<file path="src/rtl/blit_engine_if.sv">
// Draw-command, source-ROM, frame-buffer and VGA signals shared between
// the game control FSM side and the blit engine.
interface blit_engine_if;
  logic        copy_enable;
  logic        print_screen;
  logic [1:0]  memory_select;
  logic        draw_stage, draw_tile, draw_explosion, draw_bomb;
  logic        draw_p1, draw_p1_hp, draw_p2, draw_p2_hp;
  logic        black;
  logic [7:0]  origin_x;
  logic [6:0]  origin_y;
  logic [14:0] sprite_base;
  logic [14:0] src_addr;
  logic [2:0]  src_data;
  logic        fb_we;
  logic [14:0] fb_addr;
  logic [2:0]  fb_data;
  logic        vga_plot;
  logic [7:0]  vga_x;
  logic [6:0]  vga_y;
  logic [2:0]  vga_colour;
  logic        finished;
  logic        busy;

  modport slave (
    input  copy_enable, print_screen, memory_select,
           draw_stage, draw_tile, draw_explosion, draw_bomb,
           draw_p1, draw_p1_hp, draw_p2, draw_p2_hp,
           black, origin_x, origin_y, sprite_base, src_data,
    output src_addr, fb_we, fb_addr, fb_data,
           vga_plot, vga_x, vga_y, vga_colour, finished, busy
  );

  modport master (
    output copy_enable, print_screen, memory_select,
           draw_stage, draw_tile, draw_explosion, draw_bomb,
           draw_p1, draw_p1_hp, draw_p2, draw_p2_hp,
           black, origin_x, origin_y, sprite_base, src_data,
    input  src_addr, fb_we, fb_addr, fb_data,
           vga_plot, vga_x, vga_y, vga_colour, finished, busy
  );
endinterface

</file>
<file path="src/rtl/blit_engine.sv">
// Rectangular pixel copier: ROM/buffer -> frame buffer/VGA with clipping,
// transparency and black fill; one write stage behind the source address.
module blit_engine #(
  parameter int       SCREEN_W    = 160,
  parameter int       SCREEN_H    = 120,
  parameter int       TILE        = 8,
  parameter logic [2:0] TRANSPARENT = 3'b101,
  parameter int       STAGES      = 1
) (
  input logic         clock,
  input logic         reset,
  blit_engine_if.slave bus
);

  typedef enum logic [1:0] {S_IDLE, S_RUN, S_FLUSH, S_DONE} state_t;
  typedef enum logic [1:0] {M_TILE_O, M_TILE_T, M_SCR_IN, M_SCR_OUT} mode_t;

  typedef struct packed {
    mode_t       mode;
    logic        black;
    logic [1:0]  msel;
    logic [7:0]  ox;
    logic [6:0]  oy;
    logic [14:0] base;
  } cmd_t;

  state_t state, state_d;
  cmd_t   cmd_q, cmd_new;
  logic [7:0] c, c_max;
  logic [6:0] r, r_max;
  logic       go, held, full, last, issue, clip;
  logic [8:0] dx;
  logic [7:0] dy;
  logic [14:0] dst_addr;
  logic [STAGES:1] vld_pipe;
  logic [7:0]  p_x;
  logic [6:0]  p_y;
  logic [14:0] p_addr;
  logic        wr_vld, is_out, keep;
  logic [2:0]  colour;

  assign held = bus.copy_enable | bus.print_screen;
  assign go   = held;

  always_comb begin
    cmd_new       = '0;
    cmd_new.black = bus.black;
    cmd_new.msel  = bus.memory_select;
    cmd_new.ox    = bus.origin_x;
    cmd_new.oy    = bus.origin_y;
    cmd_new.base  = bus.sprite_base;
    if (bus.print_screen)     cmd_new.mode = M_SCR_OUT;
    else if (bus.draw_stage)  cmd_new.mode = M_SCR_IN;
    else if (bus.draw_explosion | bus.draw_bomb | bus.draw_p1 | bus.draw_p2)
                              cmd_new.mode = M_TILE_T;
    else                      cmd_new.mode = M_TILE_O;
  end

  assign full  = (cmd_q.mode == M_SCR_IN) || (cmd_q.mode == M_SCR_OUT);
  assign c_max = full ? 8'(SCREEN_W - 1) : 8'(TILE - 1);
  assign r_max = full ? 7'(SCREEN_H - 1) : 7'(TILE - 1);
  assign last  = (c == c_max) && (r == r_max);

  always_comb begin
    state_d = state;
    case (state)
      S_IDLE:  if (go) state_d = S_RUN;
      S_RUN:   if (!held) state_d = S_IDLE; else if (last) state_d = S_FLUSH;
      S_FLUSH: state_d = held ? S_DONE : S_IDLE;
      S_DONE:  state_d = S_IDLE;
      default: state_d = S_IDLE;
    endcase
  end

  always_ff @(posedge clock or negedge reset)
    if (!reset) state <= S_IDLE;
    else        state <= state_d;

  // Source address is combinational so the ROM returns pixel k while pixel k+1 is addressed.
  assign bus.src_addr = full ? (15'(r) * 15'(SCREEN_W) + 15'(c))
                             : (cmd_q.base + 15'(r) * 15'(TILE) + 15'(c));

  assign dx = full ? {1'b0, c} : ({1'b0, cmd_q.ox} + {1'b0, c});
  assign dy = full ? {1'b0, r} : ({1'b0, cmd_q.oy} + {1'b0, r});
  assign clip     = (dx >= 9'(SCREEN_W)) || (dy >= 8'(SCREEN_H));
  assign dst_addr = 15'(dy) * 15'(SCREEN_W) + 15'(dx);
  assign issue    = (state == S_RUN) && held && !clip;

  always_ff @(posedge clock or negedge reset) begin
    if (!reset) begin
      cmd_q    <= '0;
      c        <= '0;
      r        <= '0;
      vld_pipe <= '0;
      p_x      <= '0;
      p_y      <= '0;
      p_addr   <= '0;
    end else begin
      if (state == S_IDLE && go) begin
        cmd_q <= cmd_new;
        c     <= '0;
        r     <= '0;
      end else if (state == S_RUN) begin
        if (c == c_max) begin
          c <= '0;
          r <= r + 7'd1;
        end else begin
          c <= c + 8'd1;
        end
      end
      vld_pipe[1] <= issue;
      for (int i = 2; i <= STAGES; i++) vld_pipe[i] <= vld_pipe[i-1];
      p_x    <= dx[7:0];
      p_y    <= dy[6:0];
      p_addr <= dst_addr;
    end
  end

  assign wr_vld = vld_pipe[STAGES];
  assign is_out = (cmd_q.mode == M_SCR_OUT);
  assign colour = cmd_q.black ? 3'd0 : bus.src_data;
  // Black fill wins over transparency so a black sprite erases its whole cell.
  assign keep   = (cmd_q.mode != M_TILE_T) || cmd_q.black || (bus.src_data != TRANSPARENT);

  assign bus.fb_we      = wr_vld && !is_out && keep;
  assign bus.vga_plot   = wr_vld &&  is_out && keep;
  assign bus.fb_addr    = p_addr;
  assign bus.fb_data    = (wr_vld && !is_out) ? colour : 3'd0;
  assign bus.vga_x      = p_x;
  assign bus.vga_y      = p_y;
  assign bus.vga_colour = (wr_vld && is_out) ? colour : 3'd0;
  assign bus.finished   = (state == S_DONE);
  assign bus.busy       = (state == S_RUN) || (state == S_FLUSH);

endmodule

</file>
<file path="src/flat_wrapper.sv">
// flat-port wrapper written by rule: the top's interface ports become plain ports
module blit_engine_flat 
#(
  parameter int       SCREEN_W    = 160,
  parameter int       SCREEN_H    = 120,
  parameter int       TILE        = 8,
  parameter logic [2:0] TRANSPARENT = 3'b101,
  parameter int       STAGES      = 1
)
  (clock, reset, bus_copy_enable, bus_print_screen, bus_memory_select, bus_draw_stage, bus_draw_tile, bus_draw_explosion, bus_draw_bomb, bus_draw_p1, bus_draw_p1_hp, bus_draw_p2, bus_draw_p2_hp, bus_black, bus_origin_x, bus_origin_y, bus_sprite_base, bus_src_data, bus_src_addr, bus_fb_we, bus_fb_addr, bus_fb_data, bus_vga_plot, bus_vga_x, bus_vga_y, bus_vga_colour, bus_finished, bus_busy);
  blit_engine_if bus_i ();
  input logic clock;
  input logic reset;
  input wire logic [$bits(bus_i.copy_enable)-1:0] bus_copy_enable;
  input wire logic [$bits(bus_i.print_screen)-1:0] bus_print_screen;
  input wire logic [$bits(bus_i.memory_select)-1:0] bus_memory_select;
  input wire logic [$bits(bus_i.draw_stage)-1:0] bus_draw_stage;
  input wire logic [$bits(bus_i.draw_tile)-1:0] bus_draw_tile;
  input wire logic [$bits(bus_i.draw_explosion)-1:0] bus_draw_explosion;
  input wire logic [$bits(bus_i.draw_bomb)-1:0] bus_draw_bomb;
  input wire logic [$bits(bus_i.draw_p1)-1:0] bus_draw_p1;
  input wire logic [$bits(bus_i.draw_p1_hp)-1:0] bus_draw_p1_hp;
  input wire logic [$bits(bus_i.draw_p2)-1:0] bus_draw_p2;
  input wire logic [$bits(bus_i.draw_p2_hp)-1:0] bus_draw_p2_hp;
  input wire logic [$bits(bus_i.black)-1:0] bus_black;
  input wire logic [$bits(bus_i.origin_x)-1:0] bus_origin_x;
  input wire logic [$bits(bus_i.origin_y)-1:0] bus_origin_y;
  input wire logic [$bits(bus_i.sprite_base)-1:0] bus_sprite_base;
  input wire logic [$bits(bus_i.src_data)-1:0] bus_src_data;
  output wire logic [$bits(bus_i.src_addr)-1:0] bus_src_addr;
  output wire logic [$bits(bus_i.fb_we)-1:0] bus_fb_we;
  output wire logic [$bits(bus_i.fb_addr)-1:0] bus_fb_addr;
  output wire logic [$bits(bus_i.fb_data)-1:0] bus_fb_data;
  output wire logic [$bits(bus_i.vga_plot)-1:0] bus_vga_plot;
  output wire logic [$bits(bus_i.vga_x)-1:0] bus_vga_x;
  output wire logic [$bits(bus_i.vga_y)-1:0] bus_vga_y;
  output wire logic [$bits(bus_i.vga_colour)-1:0] bus_vga_colour;
  output wire logic [$bits(bus_i.finished)-1:0] bus_finished;
  output wire logic [$bits(bus_i.busy)-1:0] bus_busy;
  assign bus_i.copy_enable = bus_copy_enable;
  assign bus_i.print_screen = bus_print_screen;
  assign bus_i.memory_select = bus_memory_select;
  assign bus_i.draw_stage = bus_draw_stage;
  assign bus_i.draw_tile = bus_draw_tile;
  assign bus_i.draw_explosion = bus_draw_explosion;
  assign bus_i.draw_bomb = bus_draw_bomb;
  assign bus_i.draw_p1 = bus_draw_p1;
  assign bus_i.draw_p1_hp = bus_draw_p1_hp;
  assign bus_i.draw_p2 = bus_draw_p2;
  assign bus_i.draw_p2_hp = bus_draw_p2_hp;
  assign bus_i.black = bus_black;
  assign bus_i.origin_x = bus_origin_x;
  assign bus_i.origin_y = bus_origin_y;
  assign bus_i.sprite_base = bus_sprite_base;
  assign bus_i.src_data = bus_src_data;
  assign bus_src_addr = bus_i.src_addr;
  assign bus_fb_we = bus_i.fb_we;
  assign bus_fb_addr = bus_i.fb_addr;
  assign bus_fb_data = bus_i.fb_data;
  assign bus_vga_plot = bus_i.vga_plot;
  assign bus_vga_x = bus_i.vga_x;
  assign bus_vga_y = bus_i.vga_y;
  assign bus_vga_colour = bus_i.vga_colour;
  assign bus_finished = bus_i.finished;
  assign bus_busy = bus_i.busy;
  blit_engine #(.SCREEN_W(SCREEN_W), .SCREEN_H(SCREEN_H), .TILE(TILE), .TRANSPARENT(TRANSPARENT), .STAGES(STAGES)) u_core (.clock(clock), .reset(reset), .bus(bus_i));
endmodule
</file>
<file path="config.mk">
export PLATFORM = sky130hd
export DESIGN_NAME = blit_engine_flat
export DESIGN_NICKNAME = d
export VERILOG_FILES = /design/src/rtl/blit_engine_if.sv /design/src/rtl/blit_engine.sv /design/src/flat_wrapper.sv
export SDC_FILE = /design/constraint.sdc
export NUM_CORES = 1
export LEC_CHECK = 0
export CAP_MARGIN = 5
export CORE_ASPECT_RATIO = 1.4
export CORE_MARGIN = 5
export CORE_UTILIZATION = 38
export CTS_CLUSTER_SIZE = 10
export DETAILED_ROUTE_END_ITERATION = 10
export PLACE_DENSITY = 0.66
export SKIP_CTS_REPAIR_TIMING = 1
export SYNTH_ARGS = -nofsm -noshare
export SYNTH_HDL_FRONTEND = slang
export SYNTH_SLANG_ARGS = --single-unit
</file>
<file path="constraint.sdc">
create_clock -name clock -period 12.2 [get_ports clock]
set_clock_uncertainty 0.15 [all_clocks]
set_input_delay 1.83 -clock clock [delete_from_list [all_inputs] [get_ports clock]]
set_output_delay 1.83 -clock clock [all_outputs]
set_load 0.05 [all_outputs]
</file>
==> results.ini, run 1 <==
[min_path]
min_from=u_core.cmd_q[8]
hold_path_class=reg -> reg
min_to=u_core.cmd_q[8]
holdPathStages=2

[placement]
pre_cts_ws_ns=6.44
hpwl_um=10400
port_buffers=97
placedCellCount=904
gp_congestion=0.916

[critical_path]
crit_chain=fa_1, ha_1, and4_1, a21o_1, or2_2, a311oi_1, nor2_1, xnor2_1, o21ai_0, clkdlybuf4s50_1
r2r_setup_slack_ns=7.66
end_kind=output port
slowest_stage=clkdlybuf4s50_1
reg2reg_depth=15
crit_type=reg -> out
r2r-end=u_core.bus.fb_addr[14]
crit_required_ns=10.22
path_delay_family=adder cells
cp_max_fo=10
arrival_ns=4.08
r2r_start=u_core.r[1]
cp-start-kind=flop
path_buf_inv=1
critPathMaxStageDelay_ns=0.84

[layout]
utilization_pct=48.5
multiInputGateArea_mm2=0.00347
layout_commonest_cell=nand2_1
final_cell_mix=nand2_1, clkdlybuf4s50_1, dfrtp_1
nets=848
antennaDiodeCount=0
area_growth_pct=25.0
finalNonFillerCells=918
regArea_mm2=0.00190
drive_above_1_share_pct=3.98
fill_cells=1398

[logic_synthesis]
ys_seq_elements=76
synthAdderAreaFrac_pct=18.1
synthMuxAreaShare_pct=0.759
synth-simple-area-share_pct=19.7
syn_nets=760
ys.flop_type=dfrtp_1
synth_cell_types=58
synth_edf_count=0
yosys.area_share.xor_xnor_pct=8.13
synth.avg_cell_area_um2=8.78
async_flop_share_pct=100
netlist_instances=638
syn_area_mm2=0.00560
yosysSeqAreaShare_pct=33.9
yosysWarnings=0
synth-compound-area-share_pct=15.1
synth_top_family_by_area=simple AND/OR/NAND/NOR gates

[sta]
hold_viol_final=0
max-slew-margin-rel_pct=32.4
min_period_over_period_pct=49.7
fin_tns_setup_ns=0
fin_crit_ns=6.06
timing.fmax_ghz=0.165
setup_slack_ns=6.14
worst_slew_pin_slew_ns=1.01
slew_violations=0
finalSetupViolCount=0
rsz0062_at_grt=false

[die]
die_y_um=154
coreArea_mm2=0.0144
pin_count=103
die_w_um=113
fp-row-count=52
die_area_mm2=0.0173
initial_core_util_pct=38.8

[drt]
viasPerCell=5.21
vias=4787
wl_met3_um=619
drtAntennaViolNets=0
drt_iter0_drc=295
first_pass_iters=6
wl_met2_um=7140
post_drt_wl_per_cell_um=14.9
top_layer=met4
wl_um=13600
wl_met1_um=5570
drcViolationCount=0

[clock_tree]
path_clk_slew_ns=0.05
htreeDepth=3
cts_tree=built
clock-sinks=76
clk_latency_ns=0.33
cts_buffers=9
root_buffer=clkbuf_16
clockBufferDepth=2

[flow_run]
maxCapViolations=0

[global_route]
grt_max_degree=77
first_global_vias=5039
grt_antenna_before_repair=0
grt_pass1_wl_um=22700
grt-ovfl-total=0
grt_usage_pct=15.9

[power_and_ir_drop]
irDropWorstVdd_mv=0.163
power_leakage_uw=0.00337
powerDensity_mw_per_mm2=227

[status]
status=finished clean

==> worst register-to-register path, stage by stage (launching register included) <==
cell      delay (ns)
dfrtp_1         0.61
ha_1            0.31
a21o_1          0.18
a21oi_1         0.28
o21bai_1        0.10
a211o_1         0.33
a31o_2          0.28
xor2_1          0.16
ha_1            0.33
or2_4           0.27
and2_4          0.16
a2111o_1        0.47
or3_1           0.33
a21oi_1         0.15
o211ai_1        0.11
xor2_1          0.16
==> cells by family after synthesis <==
family | count (synthesis)
buffers and inverters | 59
AND/OR/NAND/NOR | 240
multiplexers | 4
XOR/XNOR | 52
adder cells (fa/ha/maj) | 74
flip-flops | 76
AO/OA/AOI/OAI | 133
==> Yosys cell counts (4+ instances only) <==
cell type | count | area, um^2
a211oi_1 | 4 | 30.0
a21o_1 | 15 | 113
a21oi_1 | 31 | 155
and2_1 | 4 | 25.0
and3_1 | 5 | 31.3
buf_4 | 5 | 37.5
clkbuf_1 | 15 | 56.3
dfrtp_1 | 76 | 1900
fa_1 | 12 | 240
ha_1 | 62 | 776
inv_1 | 37 | 139
nand2_1 | 124 | 465
nand3_1 | 6 | 30.0
nand4_1 | 6 | 37.5
nor2_1 | 45 | 169
nor2b_1 | 10 | 62.6
nor3_1 | 8 | 40.0
nor3b_1 | 6 | 45.0
nor4_1 | 4 | 25.0
o211ai_1 | 5 | 37.5
o21ai_0 | 41 | 205
or3_1 | 6 | 37.5
xnor2_1 | 29 | 254
xor2_1 | 23 | 201
==> how the worst max path moves through the flow <==
stage | start | to | slack [ns] | cells past startpoint
6_report | u_core.r[3] | bus_src_addr[12] | 6.14 | 10
4_1_cts | u_core.r[3] | bus_src_addr[12] | 6.07 | 10
5_1_grt | u_core.r[3] | bus_src_addr[12] | 5.91 | 10
3_3_place_gp | u_core.r[3] | bus_src_addr[12] | 6.50 | 10
3_5_place_dp | u_core.r[3] | bus_src_addr[12] | 6.44 | 10
2_1_floorplan | u_core.r[3] | bus_src_addr[12] | 6.67 | 9
==> state kept, by name (all words and copies together) (netlist names) <==
register	count
u_core.bus.vga_y	7
u_core.state	2
u_core.bus.fb_addr	10
u_core.vld_pipe	1
u_core.bus.vga_x	8
u_core.r	7
u_core.cmd_q	33
u_core.c	8
==> report_power, final <==
part,switching [uW],internal [uW],total (uW)
Combinational,600,329,929
Clock,99.5,156,255
Sequential,61.7,343,404
Total,761,827,1590
==> layer usage <==
metal	GRT usage [%]	vias up
met5	0	-
met4	6.70	0
met3	3.03	18
met2	29.1	114
met1	17.8	2281
li1	-	2374
==> per-stage QoR <==
step | hold WS [ns] | total power (uW) | area (um^2)
floorplan | 0.300 | 1070 | 5600
global placement | 0.316 | 1320 | 6730
detailed placement | 0.325 | 1340 | 6730
CTS | 0.340 | 1610 | 7000
global route | 0.361 | 1700 | 7000
finish | 0.336 | 1590 | 7000
==> final cells by class <==
class / instances / area share, %
multi-input combinational: 503 / 49.6
sequential: 76 / 27.2
timing repair buffer: 99 / 14.0
tap: 189 / 3.38
clock buffer: 11 / 3.32
inverter: 37 / 1.98
clock inverter: 3 / 0.572
Note: power is estimated with default switching activity, not from simulation.
==> inputs of run 2 (changes only) <==
--- a/config.mk
+++ b/config.mk
@@ -11,7 +11,7 @@
 export CORE_UTILIZATION = 38
 export CTS_CLUSTER_SIZE = 10
 export DETAILED_ROUTE_END_ITERATION = 10
-export PLACE_DENSITY = 0.66
+export PLACE_DENSITY = 0.68
 export SKIP_CTS_REPAIR_TIMING = 1
 export SYNTH_ARGS = -nofsm -noshare
 export SYNTH_HDL_FRONTEND = slang
==> constraint.sdc (replaced) <==
create_clock -name clock -period 5.1 [get_ports clock]
set_clock_uncertainty 0.15 [all_clocks]
set_input_delay 0.765 -clock clock [delete_from_list [all_inputs] [get_ports clock]]
set_output_delay 0.765 -clock clock [all_outputs]
set_load 0.05 [all_outputs]
==> results.ini, run 2 (synthesized netlist as in run 1, its figures left out) <==
[status]
status=finished clean  ; unchanged

[clock_tree]
clock-sinks=76  ; unchanged
cts_buffers=9  ; unchanged
path_clk_slew_ns=0.06  ; was 0.05 ns
root_buffer=clkbuf_16  ; unchanged
clk_latency_ns=0.34  ; was 0.33 ns
cts_tree=built  ; unchanged
clockBufferDepth=2  ; unchanged
htreeDepth=3  ; unchanged

[sta]
setup_slack_ns=0.189  ; was 6.14 ns
worst_slew_pin_slew_ns=0.975  ; was 1.01 ns
rsz0062_at_grt=false  ; unchanged
min_period_over_period_pct=96.3
hold_viol_final=0  ; unchanged
finalSetupViolCount=0  ; unchanged
max-slew-margin-rel_pct=35.0  ; was 32.4%
timing.fmax_ghz=0.204
fin_tns_setup_ns=0  ; unchanged
fin_crit_ns=4.91
slew_violations=0  ; unchanged

[drt]
wl_um=13900  ; was 13600 um
drcViolationCount=0  ; unchanged
drtAntennaViolNets=0  ; unchanged
viasPerCell=5.19  ; was 5.21
drt_iter0_drc=253  ; was 295
post_drt_wl_per_cell_um=15.0  ; was 14.9 um
first_pass_iters=5  ; was 6
vias=4798  ; was 4787

[critical_path]
cp-start-kind=flop  ; unchanged
end_kind=output port  ; unchanged
crit_required_ns=4.18  ; was 10.22 ns
arrival_ns=4.00  ; was 4.08 ns
crit_type=reg -> out  ; unchanged
cp_max_fo=7  ; was 10

[power_and_ir_drop]
power_leakage_uw=0.00344  ; was 0.00337 uW
irDropWorstVdd_mv=0.299  ; was 0.163 mV
powerDensity_mw_per_mm2=539  ; was 227 mW/mm^2

[die]
coreArea_mm2=0.0144  ; unchanged
die_y_um=154  ; unchanged
die_w_um=113  ; unchanged
fp-row-count=52  ; unchanged
pin_count=103  ; unchanged
die_area_mm2=0.0173  ; unchanged
initial_core_util_pct=38.8  ; unchanged

[layout]
largest_reg_flops=33  ; unchanged
final_cell_mix=nand2_1, clkdlybuf4s50_1, dfrtp_1  ; unchanged
top_register=u_core.cmd_q  ; unchanged
nets=852  ; was 848
finalNonFillerCells=924  ; was 918
drive_above_1_share_pct=4.63  ; was 3.98%
area_growth_pct=25.5  ; was 25.0%
layout_commonest_cell=nand2_1  ; unchanged
antennaDiodeCount=0  ; unchanged

[global_route]
grt_usage_pct=16.1  ; was 15.9%
grt_max_degree=77  ; unchanged
grt_antenna_before_repair=0  ; unchanged
grt-ovfl-total=0  ; unchanged
grt_pass1_wl_um=22900  ; was 22700 um
first_global_vias=5002  ; was 5039

[min_path]
hold_path_class=reg -> reg  ; unchanged

[placement]
pre_cts_ws_ns=0.466  ; was 6.44 ns
hpwl_um=10700  ; was 10400 um
placedCellCount=908  ; was 904
port_buffers=97  ; unchanged
gp_congestion=0.810  ; was 0.916

[flow_run]
maxCapViolations=0  ; unchanged

## run 2: area by class of cell
type	instances	area (um^2)
multi-input cells	503	3470
clock inverters	2	10.0
repair buffers	103	1020
clock buffers	14	254
well taps	189	236
flip-flops and latches	76	1900
fillers	1399	7410
inverters	37	139
## run 2: power by group
| group | switching, uW | total [uW] | internal, uW |
|---|---|---|---|
| sequential | 181 | 1000 | 820 |
| combinational | 1410 | 2200 | 791 |
| clock | 243 | 585 | 342 |
## run 2: worst max-delay path, stage by stage (launching register included)
cell and delay, ns:
dfrtp_1 0.46, ha_1 0.32, ha_1 0.23, fa_1 0.41, a21o_1 0.20, a21oi_1 0.25
o211ai_1 0.18, a41oi_1 0.33, xnor2_1 0.16, nor2_1 0.05, a21oi_1 0.22, clkdlybuf4s50_1 0.84
## run 2: per-stage QoR
stage | power, uW | instance area, um^2 | util (%) | hold WS (ns)
after detailed placement | 3220 | 6760 | 46.8 | 0.323
after global placement | 3160 | 6760 | 46.8 | 0.318
after CTS | 3830 | 7030 | 48.6 | 0.338
after global routing | 4070 | 7030 | 48.7 | 0.350
final | 3790 | 7030 | 48.7 | 0.333
after floorplan | 2560 | 5600 | - | 0.300
## run 2: final timing paths
check / slack, ns / end / depth (start not counted) / from
min in group asynchronous: 0.44 / u_core.bus.fb_addr[14] / 1 / reset
min reg2reg: 0.33 / u_core.cmd_q[2] / 2 / u_core.cmd_q[2]
max reg2reg: 0.49 / u_core.bus.fb_addr[14] / 15 / u_core.r[0]
min: 0.33 / u_core.cmd_q[2] / 2 / u_core.cmd_q[2]
max: 0.19 / bus_src_addr[11] / 11 / u_core.c[1]
max in group asynchronous: 3.68 / u_core.cmd_q[34] / 1 / reset
## run 2: routing by layer
layer,global-route usage (%),vias to the layer above,wire (um),part of all wire (%)
met3,2.71,24,594,4.3
met2,29.8,109,7390,53
met5,0,-,0,0
met1,18.1,2283,5540,40
li1,-,2382,-,-
met4,6.24,0,341,2.5
